**config.mk**
```make
export PLATFORM = sky130hd
export DESIGN_NAME = fb_writer
export DESIGN_NICKNAME = d
export VERILOG_FILES = /design/src/rtl/fb_pkg.sv /design/src/rtl/pixel_fifo.sv /design/src/rtl/fb_writer.sv
export SDC_FILE = /design/constraint.sdc
export NUM_CORES = 1
export LEC_CHECK = 0
export CELL_PAD_IN_SITES_DETAIL_PLACEMENT = 0
export CELL_PAD_IN_SITES_GLOBAL_PLACEMENT = 2
export CORE_ASPECT_RATIO = 2
export CORE_UTILIZATION = 45
export CTS_BUF_LIST = sky130_fd_sc_hd__clkbuf_8
export CTS_CLUSTER_DIAMETER = 120
export DETAILED_ROUTE_END_ITERATION = 10
export DONT_BUFFER_PORTS = 1
export PLACE_DENSITY_LB_ADDON = 0.1
export SLEW_MARGIN = 20
export SYNTH_ARGS = -nofsm -noshare
export SYNTH_HDL_FRONTEND = slang
export SYNTH_SLANG_ARGS = --single-unit
```
**constraint.sdc**
```tcl
create_clock -name clk -period 2.85 [get_ports clk]
set_clock_uncertainty 0.2 [all_clocks]
set_input_delay 0.1425 -clock clk [delete_from_list [all_inputs] [get_ports clk]]
set_output_delay 0.1425 -clock clk [all_outputs]
set_load 0.005 [all_outputs]
```
**src/rtl/fb_pkg.sv**
```systemverilog
// fb_pkg: shared framebuffer geometry, controller state encoding, FIFO entry
// layout and the pixel address helper used by the framebuffer write side.
// No ports. Imported by pixel_fifo and fb_writer.
package fb_pkg;

   localparam int FB_W      = 320;
   localparam int FB_H      = 240;
   localparam int FB_PIXELS = 76800;
   localparam int FB_AW     = 17;
   localparam int FB_CW     = 15;

   typedef enum logic [1:0] {
      IDLE  = 2'd0,
      DRAIN = 2'd1,
      CLEAR = 2'd2
   } fb_state_t;

   typedef struct packed {
      logic [FB_AW-1:0] addr;
      logic [FB_CW-1:0] colour;
   } pixel_t;

   // Linear address Y*320 + X as two shifts and an add; the largest value
   // (239*320 + 511) still fits in 17 bits.
   function automatic logic [FB_AW-1:0] pixel_addr(input logic [8:0] x,
                                                   input logic [7:0] y);
      logic [FB_AW-1:0] yy;
      yy = {9'd0, y};
      return (yy << 8) + (yy << 6) + {8'd0, x};
   endfunction

endpackage

```
**src/rtl/pixel_fifo.sv**
```systemverilog
// pixel_fifo: synchronous FIFO for pending pixel writes.
// Ports:
//   clk, reset     clock, synchronous active-high reset (flushes the FIFO)
//   push, din      write din when push is high (caller guarantees !full)
//   pop, dout      dout is the head entry; pop advances it (caller guarantees !empty)
//   full, empty    status decoded from the registered pointers
// Pointers carry one extra wrap bit so full and empty are distinguishable
// without a separate occupancy counter.
module pixel_fifo
   import fb_pkg::*;
#(
   parameter int DEPTH = 4,
   parameter int W     = 32
) (
   input  logic         clk,
   input  logic         reset,
   input  logic         push,
   input  logic         pop,
   input  logic [W-1:0] din,
   output logic [W-1:0] dout,
   output logic         full,
   output logic         empty
);

   localparam int AW = $clog2(DEPTH);

   logic [W-1:0] mem [DEPTH];
   logic [AW:0]  wr_ptr;
   logic [AW:0]  rd_ptr;

   assign empty = (wr_ptr == rd_ptr);
   assign full  = (wr_ptr[AW] != rd_ptr[AW]) &&
                  (wr_ptr[AW-1:0] == rd_ptr[AW-1:0]);
   assign dout  = mem[rd_ptr[AW-1:0]];

   always_ff @(posedge clk) begin
      if (push) begin
         mem[wr_ptr[AW-1:0]] <= din;
      end
   end

   always_ff @(posedge clk) begin
      if (reset) begin
         wr_ptr <= '0;
         rd_ptr <= '0;
      end else begin
         if (push) begin
            wr_ptr <= wr_ptr + (AW+1)'(1);
         end
         if (pop) begin
            rd_ptr <= rd_ptr + (AW+1)'(1);
         end
      end
   end

endmodule

```
**src/rtl/fb_writer.sv**
```systemverilog
// fb_writer: framebuffer write-side controller. Buffers the pixel stream in a
// small FIFO, clips off-screen pixels, and commits pixels to a single-port
// 320x240 RAM shared with the scanout reader (reads always win).
// Optional full-screen clear engine, built only when FB_CLEAR_EN is defined.
// Ports:
//   clk, reset                       clock, synchronous active-high reset
//   plot, X, Y, Colour, ready        pixel input stream
//   rd_req, rd_addr                  scanout read request (highest priority)
//   rd_valid, rd_data                read response, one cycle after rd_req
//   mem_addr, mem_wdata, mem_we      RAM port (combinational from state + rd_req)
//   mem_rdata                        RAM read data, 1-cycle latency
//   clear_req, clear_colour          clear start and fill colour
//   clear_busy, clear_done           clear in progress / one-cycle done pulse
//   clip_cnt, drop_cnt               saturating discard counters
//   dbg_state                        controller state for observation
// Handshake: a pixel is transferred on a cycle where plot && ready; ready is
// !full from registered occupancy only, and plot while !ready loses the pixel.
module fb_writer
   import fb_pkg::*;
#(
   parameter int FIFO_DEPTH = 4,
   parameter int COLOUR_W   = 15
) (
   input  logic                clk,
   input  logic                reset,
   input  logic                plot,
   input  logic [8:0]          X,
   input  logic [7:0]          Y,
   input  logic [COLOUR_W-1:0] Colour,
   output logic                ready,
   input  logic                rd_req,
   input  logic [FB_AW-1:0]    rd_addr,
   output logic                rd_valid,
   output logic [COLOUR_W-1:0] rd_data,
   output logic [FB_AW-1:0]    mem_addr,
   output logic [COLOUR_W-1:0] mem_wdata,
   output logic                mem_we,
   input  logic [COLOUR_W-1:0] mem_rdata,
   input  logic                clear_req,
   input  logic [COLOUR_W-1:0] clear_colour,
   output logic                clear_busy,
   output logic                clear_done,
   output logic [15:0]         clip_cnt,
   output logic [15:0]         drop_cnt,
   output fb_state_t           dbg_state
);

   localparam int EW = FB_AW + COLOUR_W;

   fb_state_t           state;
   logic                full, empty;
   logic [EW-1:0]       head;
   logic                in_range, accept, push, pop;
   logic                clearing, clr_wr, start_clear;
   logic [FB_AW-1:0]    clr_addr;
   logic [COLOUR_W-1:0] clr_colour;
   logic [FB_AW-1:0]    addr_q;
   logic [COLOUR_W-1:0] wdata_q;
   logic [COLOUR_W-1:0] rd_data_q;

   assign ready     = !full;
   assign in_range  = (X < 9'(FB_W)) && (Y < 8'(FB_H));
   assign accept    = plot && !full;
   assign push      = accept && in_range;
   assign dbg_state = state;

   // The FIFO is frozen while clearing so pixels drawn after a clear request
   // land on top of the cleared image.
   assign pop    = !rd_req && !clearing && !empty;
   assign clr_wr = !rd_req && clearing;

   pixel_fifo #(.DEPTH(FIFO_DEPTH), .W(EW)) u_fifo (
      .clk   (clk),
      .reset (reset),
      .push  (push),
      .pop   (pop),
      .din   ({pixel_addr(X, Y), Colour}),
      .dout  (head),
      .full  (full),
      .empty (empty)
   );

`ifdef FB_CLEAR_EN
   assign clearing    = (state == CLEAR);
   assign start_clear = clear_req && (state != CLEAR);
   assign clear_busy  = clearing;
`else
   logic unused_clear;
   assign unused_clear = ^{clear_req, clear_colour};
   assign clearing     = 1'b0;
   assign start_clear  = 1'b0;
   assign clear_busy   = 1'b0;
`endif

   // RAM port owner: read, then clear, then FIFO; idle holds the last address.
   always_comb begin
      mem_we    = pop || clr_wr;
      mem_addr  = addr_q;
      mem_wdata = wdata_q;
      if (rd_req) begin
         mem_addr = rd_addr;
      end else if (clr_wr) begin
         mem_addr  = clr_addr;
         mem_wdata = clr_colour;
      end else if (pop) begin
         mem_addr  = head[EW-1:COLOUR_W];
         mem_wdata = head[COLOUR_W-1:0];
      end
   end

`ifdef FB_CLEAR_EN
   always_ff @(posedge clk) begin
      if (reset) begin
         state      <= IDLE;
         clr_addr   <= '0;
         clr_colour <= '0;
         clear_done <= 1'b0;
      end else begin
         clear_done <= 1'b0;
         case (state)
            IDLE, DRAIN: begin
               if (start_clear) begin
                  state      <= CLEAR;
                  clr_addr   <= '0;
                  clr_colour <= clear_colour;
               end else if (state == IDLE && !empty) begin
                  state <= DRAIN;
               end else if (state == DRAIN && empty) begin
                  state <= IDLE;
               end
            end
            CLEAR: begin
               if (clr_wr) begin
                  if (clr_addr == FB_AW'(FB_PIXELS - 1)) begin
                     clr_addr   <= '0;
                     clear_done <= 1'b1;
                     state      <= empty ? IDLE : DRAIN;
                  end else begin
                     clr_addr <= clr_addr + FB_AW'(1);
                  end
               end
            end
            default: state <= IDLE;
         endcase
      end
   end
`else
   assign clr_addr   = '0;
   assign clr_colour = '0;
   assign clear_done = 1'b0;

   always_ff @(posedge clk) begin
      if (reset) begin
         state <= IDLE;
      end else begin
         case (state)
            IDLE:    if (!empty) state <= DRAIN;
            DRAIN:   if (empty)  state <= IDLE;
            default: state <= IDLE;
         endcase
      end
   end
`endif

   always_ff @(posedge clk) begin
      if (reset) begin
         rd_valid  <= 1'b0;
         rd_data_q <= '0;
         addr_q    <= '0;
         wdata_q   <= '0;
         clip_cnt  <= '0;
         drop_cnt  <= '0;
      end else begin
         rd_valid <= rd_req;
         if (rd_valid) begin
            rd_data_q <= mem_rdata;
         end
         addr_q  <= mem_addr;
         wdata_q <= mem_wdata;
         if (accept && !in_range && clip_cnt != 16'hFFFF) begin
            clip_cnt <= clip_cnt + 16'd1;
         end
         if (plot && full && drop_cnt != 16'hFFFF) begin
            drop_cnt <= drop_cnt + 16'd1;
         end
      end
   end

   // RAM data arrives in the rd_valid cycle; the register keeps the last
   // read value visible afterwards.
   assign rd_data = rd_valid ? mem_rdata : rd_data_q;

endmodule

```
==> results.ini <==
[run_status]
status=completed

[route]
via_per_inst=5.33
antenna_left=0
drc_errors=0
first_pass_iters=4
drt_iter0_drc=169
drt-total-wl_mm=19.5
num_vias=5570
wire_per_inst_um=18.7

[cells_and_area]
final_cells=1045
drive_gt1_share_pct=19.8
seqCellArea_mm2=0.00563
nNetsFinal=867
area_delta_synth_final_pct=20.6
final_core_utilization_pct=55.4
fillers=1738
antenna_cells=0
multi_input_area_mm2=0.00335

[worst_hold_path]
holdCritStartpoint=X[7]
worstHoldPathCells=4
min_path_type=in2reg
holdPathEnd=u_fifo.mem[2][23]

[setup_path]
end_kind=output pin
reg2reg_slack_ps=180
worstPathArrival_ps=2340
r2r_start=u_fifo.wr_ptr[0]
cp_max_fo=17
crit_required_ps=2510
reg2reg_to=wdata_q[0]
worst-setup-path-type=reg2out
r2r_cells=6
crit_path_start_kind=flip-flop

[placed_design]
place_inst=914
portBuffers=0
dpl.hpwl_mm=13.1
place_congestion=0.735

[cts]
post_cts_buffers=0
clkTransAtPathRegs_ps=70
clock_path_buffers=3
htreeDepth=1
cts_buffers=30
clock_tree.root_cell=clkbuf_8
clk_latency_ps=570
cts_tree=done
cts_sinks=217

[sta]
rsz0062_at_grt=false
max_freq_mhz=373
slew_headroom_pct=53.1
hold_violations=0
worstMarginPinSlew_ps=703
slew_viol_final=0
fin_crit_sh_pct=94.1
setup_violations=0
post-route-min-period_ps=2680
tns_ps=0

[die]
rows=73
ios=170
dieWidth_um=103
dieArea_mm2=0.0209
coreArea_mm2=0.0199
fp.dieH_um=204
initial_core_util_pct=45.9

[synth]
ys_ff_latch=217
syn_inst=653
yosys_warnings=0
synth_edf_count=128
synthesis.area_mm2=0.00914
postSynthAreaPerCell_um2=14.0
ys_types=44
synthFlopType=edfxtp_1
yosysSeqAreaShare_pct=61.5
postSynth.asyncResetShare_pct=0

[grt]
grt_pass1_vias=5839
grt_usage_pct=18.5
overflow=0
grt_max_degree=91
antenna_found_initial=0
grt_pass1_wl_mm=29.3

[power_and_ir_drop]
p_per_area_mw_per_mm2=658
leakage_nw=3.85
ir_drop_mv=0.443

[flow_run]
maxCapViolations=0

## metrics by stage
stage	worst slack [ps]	total power, mW	hold WS, ps	cell area (µm²)
after detailed placement	67.6	4.73	23.0	9600
after global placement	127	4.71	22.1	9600
after global routing	48.6	7.55	67.3	11000
final	168	7.25	66.3	11000
after CTS	54.2	7.35	34.7	11000
after floorplan	278	4.45	41.4	9150
## Yosys cell counts (all sizes together), types with 8 or more instances
cell | number | share of area, %
or4 | 9 | 0.78
mux4 | 32 | 7.9
o21ai | 28 | 1.5
nand2 | 32 | 1.3
o31ai | 8 | 0.66
buf | 11 | 0.83
inv | 13 | 0.53
mux2 | 32 | 3.9
clkbuf | 21 | 0.86
mux2i | 19 | 2.1
xnor2 | 28 | 2.8
nand3 | 15 | 0.96
dfxtp | 89 | 19
ha | 22 | 3.0
edfxtp | 128 | 42
nor3 | 10 | 0.60
nor2 | 32 | 1.3
nand4 | 14 | 1.1
a21oi | 17 | 0.93
nor2b | 52 | 3.6
## metal layers
| metal | share of wire (%) | up-vias | GRT usage [%] |
|---|---|---|---|
| met5 | 0 | - | 0 |
| met3 | 4.7 | 35 | 2.91 |
| met2 | 57 | 140 | 37.1 |
| met4 | 2.4 | 0 | 6.04 |
| li1 | - | 2635 | - |
| met1 | 36 | 2760 | 18.5 |
## layout make-up
cell class / instances / area share [%]
multi-input combinational: 393 / 30.4
timing repair buffer: 104 / 9.49
tap: 262 / 2.97
inverter: 13 / 0.443
clock inverter: 24 / 1.65
sequential: 217 / 51.1
clock buffer: 32 / 4.00
## what timing repair did
| item | in CTS | in global routing |
|---|---|---|
| hold buffers | 75 | 0 |
| endpoints found under the hold margin | 213 | 0 |
| endpoints found under the setup margin | 0 | 12 |
| resized for setup | 0 | 3 |
## worst max-delay path by stage
| stage | endpoint | slack (ps) | startpoint | cells after the start |
|---|---|---|---|---|
| final | mem_addr[16] | 170 | u_fifo.wr_ptr[1] | 6 |
| after global routing | mem_addr[16] | 50 | u_fifo.wr_ptr[0] | 6 |
| after CTS | mem_addr[8] | 50 | flip-flop | 5 |
| after detailed placement | u_fifo.mem[3][31] | 70 | X[8] | 9 |
| after global placement | u_fifo.mem[0][29] | 130 | X[8] | 10 |
| after floorplan | u_fifo.mem[0][31] | 280 | X[8] | 9 |
## logic make-up after synthesis
family,synth area share (%)
AOI/OAI and AO/OA,3.93
xor gates and xnor gates,3.23
adders and majority gates,3.45
buffers and inverters,2.23
DFF,61.5
muxes,13.9
other,0.0410
and+or+nand+nor,11.7
## registers in the layout, summed over array words and instances (netlist names), named ones only
register,cells
u_fifo.mem,128
addr_q,17
clip_cnt,16
drop_cnt,16
rd_data_q,15
wdata_q,15
u_fifo.rd_ptr,3
u_fifo.wr_ptr,3
dbg_state,1
rd_valid,1
## report_power, final
group / internal [mW] / leakage (nW) / switching [mW]
combinational: 0.642 / 1.60 / 0.563
sequential: 3.51 / 1.89 / 0.0845
clock: 1.31 / 0.356 / 1.13
total: 5.47 / 3.85 / 1.78
## cell usage in the layout (no fill, tap or decap), drive strengths merged, types with 23 or more instances in the layout
cell type,count
dfxtp,89
edfxtp,128
buf,31
mux2,32
inv,23
nand2,32
o21ai,28
clkbuf,32
xnor2,28
dlygate4sd3,73
mux4,32
nor2,32
nor2b,52
## critical path, cell delays in order (launching register included)
cell and delay (ps):
dfxtp_1 400, xnor2_4 350, nand3_1 120, buf_4 280, mux2i_1 150, o21ai_0 290
buf_4 180
Power figures use the tool's default switching activity.
